File: src/rtl/panel_cmd_pkg.sv
// Shared definitions for the LED panel command protocol: opcodes, protocol bytes,
// panel geometry and the opcode-to-first-byte encoding.
package panel_cmd_pkg;

  localparam logic [2:0] OP_SET_RGB      = 3'd0;
  localparam logic [2:0] OP_SET_PIXEL    = 3'd1;
  localparam logic [2:0] OP_CLEAR_PIXEL  = 3'd2;
  localparam logic [2:0] OP_CLEAR_SCREEN = 3'd3;
  localparam logic [2:0] OP_RESYNC       = 3'd4;

  localparam logic [7:0] CMD_SET_RGB      = 8'h00;
  localparam logic [7:0] CMD_SET_PIXEL    = 8'h10;
  localparam logic [7:0] CMD_CLEAR_PIXEL  = 8'h20;
  localparam logic [7:0] CMD_CLEAR_SCREEN = 8'h30;
  localparam logic [7:0] CMD_RESYNC       = 8'hF5;

  localparam int PANEL_COLS = 16;
  localparam int PANEL_ROWS = 8;
  localparam int COL_W      = $clog2(PANEL_COLS);
  localparam int ROW_W      = $clog2(PANEL_ROWS);

  typedef enum logic [1:0] {
    ST_IDLE  = 2'd0,
    ST_BYTE0 = 2'd1,
    ST_BYTE1 = 2'd2,
    ST_BYTE2 = 2'd3
  } seq_state_t;

  function automatic logic [7:0] first_byte(input logic [2:0] op, input logic [2:0] rgb);
    case (op)
      OP_SET_RGB:      first_byte = CMD_SET_RGB | {5'b00000, rgb};
      OP_SET_PIXEL:    first_byte = CMD_SET_PIXEL;
      OP_CLEAR_PIXEL:  first_byte = CMD_CLEAR_PIXEL;
      OP_CLEAR_SCREEN: first_byte = CMD_CLEAR_SCREEN;
      OP_RESYNC:       first_byte = CMD_RESYNC;
      default:         first_byte = 8'h00;
    endcase
  endfunction

  function automatic logic is_pixel_op(input logic [2:0] op);
    return (op == OP_SET_PIXEL) || (op == OP_CLEAR_PIXEL);
  endfunction

  function automatic logic is_reserved_op(input logic [2:0] op);
    return op > OP_RESYNC;
  endfunction

endpackage

File: src/rtl/uart_tx.sv
// 8N1 UART serialiser. A start strobe is taken while idle or in the last clock of a
// stop bit, so consecutive bytes can be sent with no idle bits between them.
module uart_tx #(
  parameter int CLKS_PER_BIT = 20
) (
  input  logic       clk,
  input  logic       reset,
  input  logic       start,
  input  logic [7:0] data,
  output logic       tx,
  output logic       done,
  output logic       busy
);

  localparam int CW = (CLKS_PER_BIT > 1) ? $clog2(CLKS_PER_BIT) : 1;
  localparam logic [CW-1:0] CNT_LAST = CW'(CLKS_PER_BIT - 1);
  localparam logic [CW-1:0] CNT_PRE  = CW'(CLKS_PER_BIT - 2);
  localparam logic [3:0]    IDX_STOP = 4'd9;

  logic [9:0]    frame_r;
  logic [CW-1:0] cnt_r;
  logic [3:0]    idx_r;
  logic          active_r;
  logic          tx_r;
  logic          done_r;
  logic          bit_end;
  logic          frame_end;
  logic          load;

  // Bit and frame boundary decode, and when a new byte may be loaded.
  always_comb begin
    bit_end   = active_r && (cnt_r == CNT_LAST);
    frame_end = bit_end && (idx_r == IDX_STOP);
    load      = start && (!active_r || frame_end);
  end

  // Frame shifter, bit timer and the done pulse registered one clock early so it
  // lands in the final clock of the stop bit.
  always_ff @(posedge clk) begin
    if (reset) begin
      frame_r  <= 10'h3FF;
      cnt_r    <= '0;
      idx_r    <= 4'd0;
      active_r <= 1'b0;
      tx_r     <= 1'b1;
      done_r   <= 1'b0;
    end else begin
      done_r <= active_r && (idx_r == IDX_STOP) && (cnt_r == CNT_PRE);
      if (load) begin
        frame_r  <= {1'b1, data, 1'b0};
        tx_r     <= 1'b0;
        cnt_r    <= '0;
        idx_r    <= 4'd0;
        active_r <= 1'b1;
      end else if (frame_end) begin
        tx_r     <= 1'b1;
        cnt_r    <= '0;
        idx_r    <= 4'd0;
        active_r <= 1'b0;
      end else if (bit_end) begin
        cnt_r <= '0;
        idx_r <= idx_r + 4'd1;
        tx_r  <= frame_r[idx_r + 4'd1];
      end else if (active_r) begin
        cnt_r <= cnt_r + CW'(1);
      end else begin
        tx_r <= 1'b1;
      end
    end
  end

  assign tx   = tx_r;
  assign done = done_r;
  assign busy = active_r;

endmodule

File: src/rtl/panel_cmd_tx.sv
// Host-side LED panel command transmitter: takes one command per handshake, encodes
// it into 1-3 protocol bytes and sends them back-to-back on the UART line.
module panel_cmd_tx
  import panel_cmd_pkg::*;
#(
  parameter int CLKS_PER_BIT = 20
) (
  input  logic       clk,
  input  logic       reset,
  input  logic       cmd_valid,
  output logic       cmd_ready,
  input  logic [2:0] cmd_op,
  input  logic [2:0] cmd_rgb,
  input  logic [3:0] cmd_col,
  input  logic [2:0] cmd_row,
  output logic       uart_tx_out,
  output logic       byte_done_out,
  output logic       busy_out
);

  seq_state_t       state_r;
  logic             ready_r;
  logic             pixel_r;
  logic [COL_W-1:0] col_r;
  logic [ROW_W-1:0] row_r;
  logic             accept;
  logic             tx_start;
  logic [7:0]       tx_data;
  logic             tx_done;
  logic             tx_busy;

  // The first byte goes straight from the command inputs so the start bit begins
  // on the acceptance edge; follow-on bytes are loaded on the previous byte's done.
  always_comb begin
    accept   = (state_r == ST_IDLE) && ready_r && cmd_valid && !tx_busy;
    tx_start = 1'b0;
    tx_data  = 8'h00;
    if (accept) begin
      tx_start = !is_reserved_op(cmd_op);
      tx_data  = first_byte(cmd_op, cmd_rgb);
    end else if (tx_done && (state_r == ST_BYTE0) && pixel_r) begin
      tx_start = 1'b1;
      tx_data  = {4'h0, col_r};
    end else if (tx_done && (state_r == ST_BYTE1)) begin
      tx_start = 1'b1;
      tx_data  = {5'h00, row_r};
    end else begin
      tx_start = 1'b0;
      tx_data  = 8'h00;
    end
  end

  // Command sequencer; cmd_ready is raised on the last byte's done edge.
  always_ff @(posedge clk) begin
    if (reset) begin
      state_r <= ST_IDLE;
      ready_r <= 1'b1;
      pixel_r <= 1'b0;
      col_r   <= '0;
      row_r   <= '0;
    end else begin
      case (state_r)
        ST_IDLE: begin
          if (accept) begin
            ready_r <= 1'b0;
            pixel_r <= is_pixel_op(cmd_op);
            col_r   <= cmd_col;
            row_r   <= cmd_row;
            state_r <= is_reserved_op(cmd_op) ? ST_IDLE : ST_BYTE0;
          end else begin
            ready_r <= 1'b1;
          end
        end
        ST_BYTE0: begin
          if (tx_done) begin
            if (pixel_r) begin
              state_r <= ST_BYTE1;
            end else begin
              state_r <= ST_IDLE;
              ready_r <= 1'b1;
            end
          end
        end
        ST_BYTE1: begin
          if (tx_done) begin
            state_r <= ST_BYTE2;
          end
        end
        ST_BYTE2: begin
          if (tx_done) begin
            state_r <= ST_IDLE;
            ready_r <= 1'b1;
          end
        end
        default: begin
          state_r <= ST_IDLE;
          ready_r <= 1'b1;
        end
      endcase
    end
  end

  uart_tx #(
    .CLKS_PER_BIT(CLKS_PER_BIT)
  ) u_uart_tx (
    .clk   (clk),
    .reset (reset),
    .start (tx_start),
    .data  (tx_data),
    .tx    (uart_tx_out),
    .done  (tx_done),
    .busy  (tx_busy)
  );

  assign cmd_ready     = ready_r;
  assign busy_out      = ~ready_r;
  assign byte_done_out = tx_done;

endmodule

File: config.mk
export PLATFORM = sky130hd
export DESIGN_NAME = panel_cmd_tx
export DESIGN_NICKNAME = d
export VERILOG_FILES = /design/src/rtl/panel_cmd_pkg.sv /design/src/rtl/uart_tx.sv /design/src/rtl/panel_cmd_tx.sv
export SDC_FILE = /design/constraint.sdc
export NUM_CORES = 1
export LEC_CHECK = 0
export BUFFER_PORTS_ARGS = -buffer_cell sky130_fd_sc_hd__buf_2
export CAP_MARGIN = 20
export CORE_MARGIN = 4
export CORE_UTILIZATION = 40
export CTS_BUF_LIST = sky130_fd_sc_hd__clkbuf_8
export DETAILED_ROUTE_END_ITERATION = 8
export SLEW_MARGIN = 25
export SYNTH_ARGS = -nofsm -noshare
export SYNTH_HDL_FRONTEND = slang
export SYNTH_SLANG_ARGS = --single-unit
File: constraint.sdc
create_clock -name clk -period 1.74 [get_ports clk]
set_input_delay 0.174 -clock clk [delete_from_list [all_inputs] [get_ports clk]]
set_output_delay 0.174 -clock clk [all_outputs]
set_load 0.02 [all_outputs]
# == Yosys cells after proc, flatten, opt, wreduce, memory -nomap -nowiden ==
# Index checks and enable logic that the tools add are counted.
# totals
mem_bits_ro,0
ff_bits,32
n_memories,0
latchBits,0
out_inout_bits,4
elab_cells,83
ramBits,0
input_bits,16
# classes
bitwise,1
mux,27
n_shift,0
n_lt_le_gt_ge,2
div,0
reduce_logical,24
n_addsub,2
n_mul,0
eq_ne,16
# ops
cell,n
one-hot mux 8 bit (5 select lines),1
2-to-1 mux 1 bit,15
logical AND 1 bit,11
"== test 5 bit, second input constant",2
2-to-1 mux 2 bit,5
2-to-1 mux 8 bit,1
one-hot mux 2 bit (4 select lines),1
AND reduction 4 bit,2
"== test 3 x 2 -> 1 bit, second input constant",2
"inequality test 2 x 1 -> 1 bit, second input constant",3
"adder 5 x 1 -> 5 bit, second input constant",1
"< comparator 4 x 5 -> 1 bit, second input constant",1
"adder 4 x 1 -> 4 bit, second input constant",1
binary-select mux 1 bit (select 4 bit),1
"== test 2 bit, second input constant",2
"== test 4 bit, second input constant",1
2-to-1 mux 4 bit,1
"inequality test 2 bit, second input constant",2
"inequality test 4 bit, second input constant",1
OR reduction 4 bit,1
"== test 3 x 1 -> 1 bit, second input constant",1
"== test 3 bit, second input constant",1
"> comparator 3 bit, second input constant",1
logical NOT 3 bit,1
other kinds (11),13

# == Logic depth before layout (Yosys ltp) ==
# logic_depth
depth_word,7
ltp_mapped,8
mapped_depth_nobuf,7

# == By module ==
# Synthesis repeated with hierarchy kept, for this count alone.
# hier_totals
hier_cells,181
area_unflattened_um2,1634.1
# by_module_without_submodules
mod,cells_per_inst,seq_area_each_um2,area_each_um2,n_inst
uart_tx,102,420.4,1036.0,1
panel_cmd_tx,79,220.2,598.1,1

# == Worst setup path after synthesis ==
# OpenSTA, ideal clock, no wires.
# synth_timing
kind,reg-to-reg
startpoint,register u_uart_tx.active_r (netlist: u_uart_tx.busy)
endpoint,register u_uart_tx.frame_r[2]
path_slack_ns,0.197
period_less_slack_ns,1.543
arrival_ns,1.474
path_buffers,1
required_time_ns,1.671
setup_ns,0.069
stages_incl_launch_ff,7
path_cell_list,dfxtp_1 > buf_6 > nor4b_4 > nand2_1 > or3_1 > o311a_1 > o21ai_1
# synth_via
elab_chain_len,4
elab_cells_between_ends,8
cone_classes,2 x mux; 6 x reduce/logical
# synth_lines
element,line,rtl
"start, declared",uart_tx.sv:23,logic active_r;
"start signal, assigned",uart_tx.sv:44,active_r <= 1'b0;
"start signal, assigned",uart_tx.sv:54,active_r <= 1'b1;
"start signal, assigned",uart_tx.sv:59,active_r <= 1'b0;
logical NOT 1 bit or logical AND 1 bit (tied branches),"uart_tx.sv:34, panel_cmd_tx.sv:35, uart_tx.sv:32",
logical AND 1 bit (on tied branches),"panel_cmd_tx.sv:35, uart_tx.sv:33",
2-to-1 mux 1 bit or logical OR 1 bit (tied branches),"panel_cmd_tx.sv:38, uart_tx.sv:34",
logical AND 1 bit,uart_tx.sv:34,load = start && (!active_r || frame_end);
"end signal, assigned",uart_tx.sv:50,"frame_r <= {1'b1, data, 1'b0};"
"end, declared",uart_tx.sv:20,logic [9:0] frame_r;
# Parallel ways exist; a longest one is shown, timed or not.
# A chain may end at the register's enable or synchronous reset.

==> results.toml <==
[clock_tree]
hold_buffers = 0
cts_buffer_depth = 2
clock_latency_ns = 0.28
htreeDepth = 2
clkSinkCount = 31
cts_tree = "yes"
clkSlewWorstSetupHoldPaths_ns = 0.06
cts-root-buf = "clkbuf_8"
cts_made_buffers = 5

[final_layout]
nNetsFinal = 216
fin_area_um2 = 1759
syn_to_final_growth_pct = 18.75
fin_cells = 242
drive_above_1_share_pct = 20.41
antennaDiodeCount = 0
fill_cells = 342

[logic_synthesis]
yosysSeqAreaShare_pct = 41.89
yosysMostFrequentCell = "dfxtp_1"
synth_edf_count = 0
synth-async-reset-ratio_pct = 0
syn_area_per_cell_um2 = 8.871
syn-instance-count = 167
yosys-top-cells-area = "dfxtp_1 (42%), nor2_1 (5.8%), mux2i_1 (5.4%)"
ys.warnings.count = 0
synthesis.area_um2 = 1481
ys_ff_latch = 31
yosysTopAreaCellShare_pct = 41.89
yosys.area.top_type = "dfxtp_1"
synth_commonest_cells = "dfxtp_1 (31), nor2_1 (23), nand2_1 (18), a21oi_1 (8), mux2i_1 (8)"
synth_fp_nets = 187
yosys.cell_types.count = 41
yosys_most_used_dff = "dfxtp_1"

[critical_path]
crit_type = "reg2reg"
slowest_delay_ns = 0.37
start_kind = "flop"
required_ns = 1.95
crit_arrival_ns = 1.82
slowest_stage = "dfxtp_1"
worstPathCellList = "nor4b_4, nand2_1, or3_1, o311a_1, o21ai_1"
end_kind = "flop"
rrSetupSlack_ns = 0.13
cp_max_fo = 6

[route]
drtPass1Iterations = 4
drtAntennaViolNets = 0
vias = 1254
first_iter_violations = 59
viasPerCell = 5.182
drc = 0
post_drt_wl_per_cell_um = 13.06
drt-total-wl_um = 3160

[global_routing]
grt_usage_pct = 15.53
grt_pass1_vias = 1247
antenna_found_initial = 0
grt_max_degree = 16
gr-total-overflow = 0
grt_pass1_wl_um = 5478

[pwr]
power.leakage_uw = 0.0007674
internal_power_uw = 1168
switching_share_pct = 25.31
power_density_nw_per_um2 = 889.2
total_power_uw = 1564
power_switching_uw = 395.9
p_comb_share_pct = 13.7
p_seq_share_pct = 50.5
clockPowerShare_pct = 35.9
ir_worst_vdd_mv = 0.4090

[floorplan]
die_x_um = 68.86
initial_core_util_pct = 43.04
ios = 20
row_count = 21
dieArea_um2 = 4741
die_h_um = 68.86
core_area_um2 = 3442

[sta]
setup_viol = 0
tightestPinTransition_ns = 0.4206
slew_headroom_pct = 71.93
period_share_pct = 92.70
skew_ns = 0.006307
max_freq_mhz = 620.0
slew_viol_final = 0
fin_setup_tns_ns = 0
hold_viol_final = 0
fin_crit_ns = 1.613
rsz0062_at_grt = "no"
hold_slack_ns = 0.1273

[worst_hold_path]
worstHoldPathType = "in2reg"

[placed_design]
gp_congestion = 0.8248
placed_cell_area_um2 = 1665
dp_hpwl_um = 2391
port_buffers = 19
dp.cells = 235

[flow_run]
max_cap_viol_count = 0

[status]
status = "finished clean"
## cell families (layout without fill, tap and decap cells)
| family | after synthesis | in the layout | share of synthesized area (%) |
|---|---|---|---|
| DFF | 31 | 31 | 41.89 |
| buffers and inverters | 12 | 41 | 3.717 |
| xor gates and xnor gates | 7 | 7 | 4.139 |
| AOI/OAI and AO/OA | 35 | 35 | 15.63 |
| adders and majority gates | 4 | 4 | 3.379 |
| and+or+nand+nor | 68 | 68 | 22.80 |
| muxes | 10 | 10 | 8.446 |
## sequential cells by signal, summed over array words and instances (netlist names), named ones only
name,count
cmd_ready,1
col_r,4
pixel_r,1
row_r,3
state_r,1
u_uart_tx.busy,1
u_uart_tx.cnt_r,5
u_uart_tx.done,1
u_uart_tx.frame_r,8
u_uart_tx.idx_r,4
u_uart_tx.tx,1
## per-stage QoR
| step | worst slack [ns] | util, % |
|---|---|---|
| after floorplan | 0.1974 | - |
| after global placement | 0.1579 | 48.38 |
| after detailed placement | 0.09963 | 48.38 |
| after CTS | 0.08721 | 50.93 |
| after global routing | 0.001119 | 51.11 |
| final | 0.1271 | 51.11 |
## path summary, 6_finish.rpt
path,from,endpoint,cells past startpoint
worst min register to register,u_uart_tx.frame_r[0],u_uart_tx.frame_r[0],2
worst min-delay path,cmd_row[1],row_r[1],3
worst max register to register,flop,u_uart_tx.frame_r[2],5
worst max-delay path,flop,u_uart_tx.frame_r[2],5
## critical path, delay by kind of cell, from the launching register on
family	cells	cell delay, ns
simple gates	3	0.76
compound gates	2	0.42
flops	1	0.37
## power by group through the flow
stage	clock (µW)	combinational, µW	sequential [µW]
5_1_grt	619	242	797
2_1_floorplan	0	152	800
4_1_cts	577	214	789
6_report	561	214	790
3_5_place_dp	0	213	805
3_3_place_gp	0	210	804
## cell usage in the layout, fill, tap and decap left out, types with 2 or more instances in the layout
cell       synthesis  routed
dfxtp_1           31      31
nor2_1            23      23
buf_2              2      19
nand2_1           18      18
mux2i_1            8       8
a21oi_1            8       8
buf_4              0       8
inv_1              7       7
o21ai_0            6       6
nand3_1            7       6
clkbuf_8           0       6
o21ai_1            4       4
nor3_1             4       4
xnor2_1            4       4
ha_1               4       4
nor2b_1            3       3
xor2_1             3       3
o211ai_1           3       3
a2bb2oi_1          3       3
nand2b_1           2       2
a22o_1             2       2
mux4_2             2       2
## cell type report
type	count	area (µm²)	share of cell area, %
clock buffers	6	82.58	4.694
multi-input cells	124	812.0	46.16
inverters	7	26.28	1.494
clock inverters	1	5.005	0.2845
flip-flops and latches	31	620.6	35.28
well taps	46	57.56	3.272
repair buffers	27	155.1	8.819
## routing by layer
layer	vias to the layer above	global-route usage (%)	part of all wire, %
met1	577	19.07	47
met3	7	4.376	4.1
met2	24	25.24	47
met5	-	0	0
li1	646	-	-
met4	0	6.813	1.9
## timing repair
action                                  in CTS  in global routing
setup buffers                                0                  0
gates resized for setup                      0                  2
endpoints found under the setup margin       0                  1
Power figures use the tool's default switching activity.
